File: src/rtl/fp16_mult_scheduler.sv
// ----------------------------------------------------------------------------
// fp16_mult_scheduler
//
// Shares one free-running FP16 (1/5/10, bias 15) multiplier pipeline among
// NUM_REQ requesters. Operand pairs are arbitrated round-robin and issued to
// the multiplier. A tag pipeline follows each operation through the
// multiplier and returns its product to the owner as a one-cycle strobe.
// No arithmetic happens here; mult_result is passed through bit for bit.
//
// Parameters
//   NUM_REQ   number of requesters (2..8)
//   MULT_LAT  cycles from operands on mult_a/mult_b to matching mult_result (1..8)
//
// Ports
//   clock           system clock, rising edge
//   reset_n         asynchronous active-low reset
//   req_valid       per-requester operand-pair valid
//   req_ready       per-requester accept, one-hot or zero
//   req_a, req_b    packed operands, requester i on bits [16i+15:16i]
//   mult_a, mult_b  operands to the multiplier
//   mult_start      live operand pair on mult_a/mult_b
//   mult_result     multiplier product
//   rsp_valid       one-hot, one-cycle response strobe
//   rsp_data        product for the strobed requester, held until next response
//   busy            requester i has an operation in flight
//
// Optional build macro FP16_SCHED_STATS_EN adds
//   stat_grants     saturating count of handshakes
//   stat_conflicts  saturating count of cycles with two or more eligible requesters
// ----------------------------------------------------------------------------
module fp16_mult_scheduler #(
    parameter int NUM_REQ  = 4,
    parameter int MULT_LAT = 4
) (
    input  logic                  clock,
    input  logic                  reset_n,
    input  logic [NUM_REQ-1:0]    req_valid,
    output logic [NUM_REQ-1:0]    req_ready,
    input  logic [16*NUM_REQ-1:0] req_a,
    input  logic [16*NUM_REQ-1:0] req_b,
    output logic [15:0]           mult_a,
    output logic [15:0]           mult_b,
    output logic                  mult_start,
    input  logic [15:0]           mult_result,
    output logic [NUM_REQ-1:0]    rsp_valid,
    output logic [15:0]           rsp_data,
    output logic [NUM_REQ-1:0]    busy
`ifdef FP16_SCHED_STATS_EN
    ,
    output logic [15:0]           stat_grants,
    output logic [15:0]           stat_conflicts
`endif
);

    localparam int ID_W = $clog2(NUM_REQ);

    logic [NUM_REQ-1:0] eligible;
    logic [NUM_REQ-1:0] grant;
    logic [ID_W-1:0]    grant_idx;
    logic               grant_any;
    logic [ID_W-1:0]    cand;
    logic [ID_W-1:0]    rr_ptr;
    logic [ID_W-1:0]    ptr_next;
    logic [15:0]        sel_a;
    logic [15:0]        sel_b;

    // Stage 0 tracks the pair sitting on mult_a/mult_b; stages 1..MULT_LAT
    // follow it through the multiplier, so the last stage lines up with the
    // cycle its product appears on mult_result.
    logic [MULT_LAT:0]  tag_valid;
    logic [ID_W-1:0]    tag_id [MULT_LAT+1];

    logic               ret_any;
    logic [ID_W-1:0]    ret_id;
    logic [NUM_REQ-1:0] ret_onehot;
    logic [NUM_REQ-1:0] busy_next;

    assign eligible = req_valid & ~busy;

    // rr_ptr holds the first index to search, i.e. last grant + 1; clearing
    // it on reset gives requester 0 top priority.
    always_comb begin : arbiter
        grant     = '0;
        grant_idx = '0;
        grant_any = 1'b0;
        cand      = '0;
        for (int unsigned k = 0; k < NUM_REQ; k++) begin
            cand = ID_W'((32'(rr_ptr) + k) % NUM_REQ);
            if (!grant_any && eligible[cand]) begin
                grant_any   = 1'b1;
                grant_idx   = cand;
                grant[cand] = 1'b1;
            end
        end
    end

    assign req_ready = grant;
    assign sel_a     = req_a[{grant_idx, 4'b0000} +: 16];
    assign sel_b     = req_b[{grant_idx, 4'b0000} +: 16];
    assign ptr_next  = (grant_idx == ID_W'(NUM_REQ - 1)) ? '0 : grant_idx + 1'b1;

    assign ret_any = tag_valid[MULT_LAT];
    assign ret_id  = tag_id[MULT_LAT];

    always_comb begin : return_decode
        ret_onehot = '0;
        for (int unsigned i = 0; i < NUM_REQ; i++) begin
            ret_onehot[i] = ret_any && (32'(ret_id) == i);
        end
    end

    // A returning requester is always busy and a granted one never is, so
    // the clear and the set can never hit the same bit.
    assign busy_next = (busy & ~ret_onehot) | grant;

    always_ff @(posedge clock or negedge reset_n) begin
        if (!reset_n) begin
            rr_ptr     <= '0;
            mult_a     <= '0;
            mult_b     <= '0;
            mult_start <= 1'b0;
            busy       <= '0;
            rsp_valid  <= '0;
            rsp_data   <= '0;
            tag_valid  <= '0;
            for (int unsigned s = 0; s <= MULT_LAT; s++) begin
                tag_id[s] <= '0;
            end
        end else begin
            mult_start <= grant_any;
            if (grant_any) begin
                mult_a <= sel_a;
                mult_b <= sel_b;
                rr_ptr <= ptr_next;
            end
            tag_valid <= {tag_valid[MULT_LAT-1:0], grant_any};
            tag_id[0] <= grant_idx;
            for (int unsigned s = 1; s <= MULT_LAT; s++) begin
                tag_id[s] <= tag_id[s-1];
            end
            busy      <= busy_next;
            rsp_valid <= ret_onehot;
            if (ret_any) begin
                rsp_data <= mult_result;
            end
        end
    end

`ifdef FP16_SCHED_STATS_EN
    logic contended;

    assign contended = ($countones(eligible) > 1);

    always_ff @(posedge clock or negedge reset_n) begin
        if (!reset_n) begin
            stat_grants    <= '0;
            stat_conflicts <= '0;
        end else begin
            if (grant_any && (stat_grants != 16'hFFFF)) begin
                stat_grants <= stat_grants + 16'd1;
            end
            if (contended && (stat_conflicts != 16'hFFFF)) begin
                stat_conflicts <= stat_conflicts + 16'd1;
            end
        end
    end
`endif

endmodule

File: config.mk
export PLATFORM = sky130hd
export DESIGN_NAME = fp16_mult_scheduler
export DESIGN_NICKNAME = d
export VERILOG_FILES = /design/src/rtl/fp16_mult_scheduler.sv
export SDC_FILE = /design/constraint.sdc
export NUM_CORES = 1
export LEC_CHECK = 0
export BUFFER_PORTS_ARGS = -buffer_cell sky130_fd_sc_hd__clkbuf_2
export CAP_MARGIN = 20
export CORE_UTILIZATION = 45
export DETAILED_ROUTE_END_ITERATION = 8
export PLACE_DENSITY = 0.69
export SYNTH_ARGS = -nofsm -noshare
export SYNTH_HDL_FRONTEND = slang
export SYNTH_SLANG_ARGS = --single-unit
File: constraint.sdc
create_clock -name clock -period 4.62 [get_ports clock]
set_clock_uncertainty 0.15 [all_clocks]
set_input_delay 0.693 -clock clock [delete_from_list [all_inputs] [get_ports clock]]
set_output_delay 0.693 -clock clock [all_outputs]
set_load 0.02 [all_outputs]
==> results by group <==
Detailed routing
  • Mean number of vias per cell: 6.691
  • Number of detailed-route iterations in the first pass: 6
  • Average wire per cell in the routed design: between 20 and 25 µm
  • Post-route antenna net violation count: 0
  • Post-route DRC: 0
  • Total Routed Length: 23200 µm
  • Routed via count: 7708
  • Violation count after the first detailed-route iteration: 875

Place
  • Cell area after placement: 0.008020 mm²
  • # placed instances: 1134
  • Placer's final routability congestion estimate: 0.8368
  • Half-perimeter wire length after placement: 14300 µm
  • Count of buffers inserted at the top-level ports: 210
  • Pre-CTS setup slack: 0.8719 ns

Cells and area
  • Final Util: 0.5519
  • Filler-free cell count of the finished design: 1152
  • Synthesis-to-finish area growth: 20.12%
  • Net count, final: 1116
  • Share of post-route cells with drive strength above 1: 0.3541
  • Post-layout instance area: 0.008359 mm²
  • Final-layout fill cell count: 1429

Clock tree
  • Post-CTS Hold Buffers: 0
  • Register clock-pin slew on the reported worst setup and hold paths: 0.07 ns
  • CTS Sinks: 73
  • Number of clock buffers inserted by TritonCTS: 9
  • Count of buffers added by post-CTS timing repair for setup: 0
  • Root buf cell: clkbuf_16
  • Clock tree from TritonCTS: yes
  • Max Buffers Root-to-Sink: 2
  • Count of cells resized by post-cts repair: 0
  • Number of levels in the clock H-tree: 3
  • Clock insertion delay at the later pin of the skew report: between 0.3 and 0.4 ns

GRT
  • Overall Global Routing Usage: 0.2873
  • Global-route congestion overflow total: 0
  • Number of global-route vias before repair: 6958
  • Largest net degree at the start of global routing: 103
  • Initial antenna violation count: 0
  • Global-route wire length before repair: 36980 µm

Logic synthesis
  • Fraction of synthesized cell area in xor and xnor cells: 0.001259
  • Most common flop cell mapped by yosys: dfrtp_1
  • Post-synthesis average cell area: about 8.5 µm²
  • Sequential fraction of the synthesis area: 0.2625
  • Net count of the mapped netlist: around 1000
  • Post-synthesis compound-gate area fraction: 0.3438
  • Adder-Cell Fraction of Synth Area: 0.01438
  • Yosys top cell area share: 0.2625
  • Cell taking the most area after synthesis: dfrtp_1
  • Most numerous cell types in the synthesized netlist: 110 x nand2_1, 73 x dfrtp_1, 70 x o21ai_0, 65 x nor4_1
  • Share of flip-flops with an asynchronous set or reset after synthesis: 1.000
  • Cell area after synthesis: 0.006959 mm²
  • Count of flip-flops with a built-in enable after synthesis: 0
  • Dominant combinational cell family by area after synthesis: compound AO/OA/AOI/OAI gates
  • Multiplexer area fraction after synthesis: 0.1237
  • Number of synthesized register bits: 73
  • Number of different library cells in the post-synthesis netlist: 58
  • Most repeated cell in the gate-level netlist after synthesis: nand2_1
  • Yosys warns: 0
  • Synthesized netlist cell count: between 800 and 900
  • Main area contributors after synthesis: dfrtp_1 26%, o211a_1 9.1%, o221ai_1 7.9%
  • Simple-gate share of the synthesized area: 0.1812

Worst setup path
  • Slowest library cell on the worst path: or4b_1
  • Kind of start point of the critical path: register
  • Setup CP Type: register to primary output
  • Crit path largest cell delay: about 0.61 ns
  • Largest fanout of any net on the critical path: 19
  • Startpoint of the worst register-to-register path: rr_ptr[1]
  • Critical R2R Capture: rr_ptr[1]
  • Depth of the worst register-to-register path: 10
  • Cell-by-cell listing of the critical path: buf_4 > inv_1 > ha_1 > or4b_1 > nor4_2 > a41o_4 > o21ai_0 > o2111ai_1 > clkbuf_2
  • Data arrival time of the critical path: 3.21 ns
  • Crit path required time: 3.78 ns
  • Reg-to-reg setup timing slack: 0.80 ns
  • Type of element capturing the critical path: primary output

Timing
  • Max-slew violation count: 0
  • Final Hold Viols: 0
  • Min cycle time layout: 4.055 ns
  • Transition time at the pin with the least slew margin: 1.017 ns
  • Final worst path period share: 0.8776
  • Setup repair after global routing missed its margin: false
  • Total Neg Setup Slack: 0 ns
  • Highest clock frequency the design can meet: 0.2466 GHz
  • Relative slew slack: 0.3219
  • Final setup violation count: 0
  • Post-layout worst setup margin: 0.5653 ns

Die
  • Ports: 211
  • Area inside the core boundary: 0.01515 mm²
  • Die boundary width: between 100 and 150 µm
  • Cell Rows: 45
  • Die extent in y: 126.4 µm
  • Die Area: 0.01597 mm²
  • Effective utilization at floorplan: 0.4595

Worst hold path
  • Path category of the worst min-delay check: primary input to async pin

Pwr
  • Peak supply drop: 0.3578 mV
  • Pwr/cell area: 673.6 mW/mm²
  • LEAKAGE: 4.194 nW

Flow run
  • Number of max-cap violations: 0

Run status
  • Outcome: finished clean
[metal layers]
| metal | part of all wire | track usage | vias to the layer above |
|---|---|---|---|
| li1 | - | - | 3539 |
| met4 | 0.025 | 0.1106 | 0 |
| met3 | 0.073 | 0.04892 | 44 |
| met1 | 0.45 | 0.4038 | 3713 |
| met5 | 0 | 0 | - |
| met2 | 0.45 | 0.4400 | 412 |
[metrics by stage]
stage          hold slack [ns]  power (mW)
2_1_floorplan           0.1812       3.846
5_1_grt                 0.1521       6.039
4_1_cts                 0.2009       5.603
3_5_place_dp            0.1855       4.827
3_3_place_gp            0.1812       4.802
6_report                0.1276       5.631
[power breakdown]
group / switching, mW / internal [mW] / total (mW)
clock network: 0.326 / 0.431 / 0.756
registers: 0.190 / 0.932 / 1.12
logic: 2.35 / 1.40 / 3.75
total: 2.86 / 2.77 / 5.63
[worst max path at each step]
stage | slack [ns] | depth (start not counted) | endpoint | startpoint
2_1_floorplan | 0.59 | 13 | req_ready[0] | rr_ptr[0]
3_3_place_gp | 0.95 | 10 | rr_ptr[1] | rr_ptr[1]
3_5_place_dp | 0.87 | 10 | rr_ptr[1] | rr_ptr[1]
4_1_cts | 0.59 | 9 | req_ready[3] | rr_ptr[1]
5_1_grt | 0.40 | 9 | req_ready[2] | rr_ptr[1]
6_report | 0.57 | 9 | req_ready[3] | rr_ptr[1]
[layout by cell type (no fill, tap or decap), types with 2 or more instances in the layout]
cell type,instances
o221a_2,31
nor3b_1,3
clkbuf_16,9
clkbuf_2,209
inv_1,8
o21bai_1,3
dfrtp_1,72
nand3_1,4
a211oi_1,2
o221ai_1,63
nor4_1,65
mux2i_1,32
inv_6,4
nor2b_1,4
nor3_1,36
a21oi_1,3
ha_1,8
or3b_1,2
nand3b_1,3
or2_2,2
o21ai_0,70
o211a_1,62
buf_12,3
a31oi_1,2
nor2_1,5
nand2b_1,7
nand2_1,109
o2111ai_1,4
inv_2,2
o31ai_1,31
and3_1,2
mux2_2,48
buf_4,19
a41oi_1,2
[final cells by class]
class	count	area (µm²)	area share
clock inverter	7	83.83	0.01003
antenna	1	2.502	0.0002994
inverter	11	41.29	0.004939
clock buffer	9	225.2	0.02694
sequential	73	1831	0.2190
multi-input combinational	631	4664	0.5580
timing repair buffer	232	1276	0.1527
tap	188	235.2	0.02814
[state kept, by name (all words and copies together) (netlist names), 4 cells and up]
name and cells:
tag_valid 5, rsp_data 16, rsp_valid 4, mult_a 16, mult_b 16, tag_id 8, busy 4
[cell families (layout without fill, tap and decap cells)]
logic type | count (synthesis) | in the layout
mux | 80 | 80
compound gates | 291 | 291
buf+inv | 116 | 259
xor+xnor | 1 | 1
other cells | 0 | 1
flops | 73 | 73
simple gates | 251 | 251
fa+ha+maj | 8 | 8
[critical path, delay by kind of cell, from the launching register on]
family | cells | cell delay [ns]
and+or+nand+nor | 2 | 0.86
AOI/OAI and AO/OA | 3 | 0.63
buffers and inverters | 3 | 0.59
DFF | 1 | 0.32
adders and majority gates | 1 | 0.45
Power figures use the tool's default switching activity.
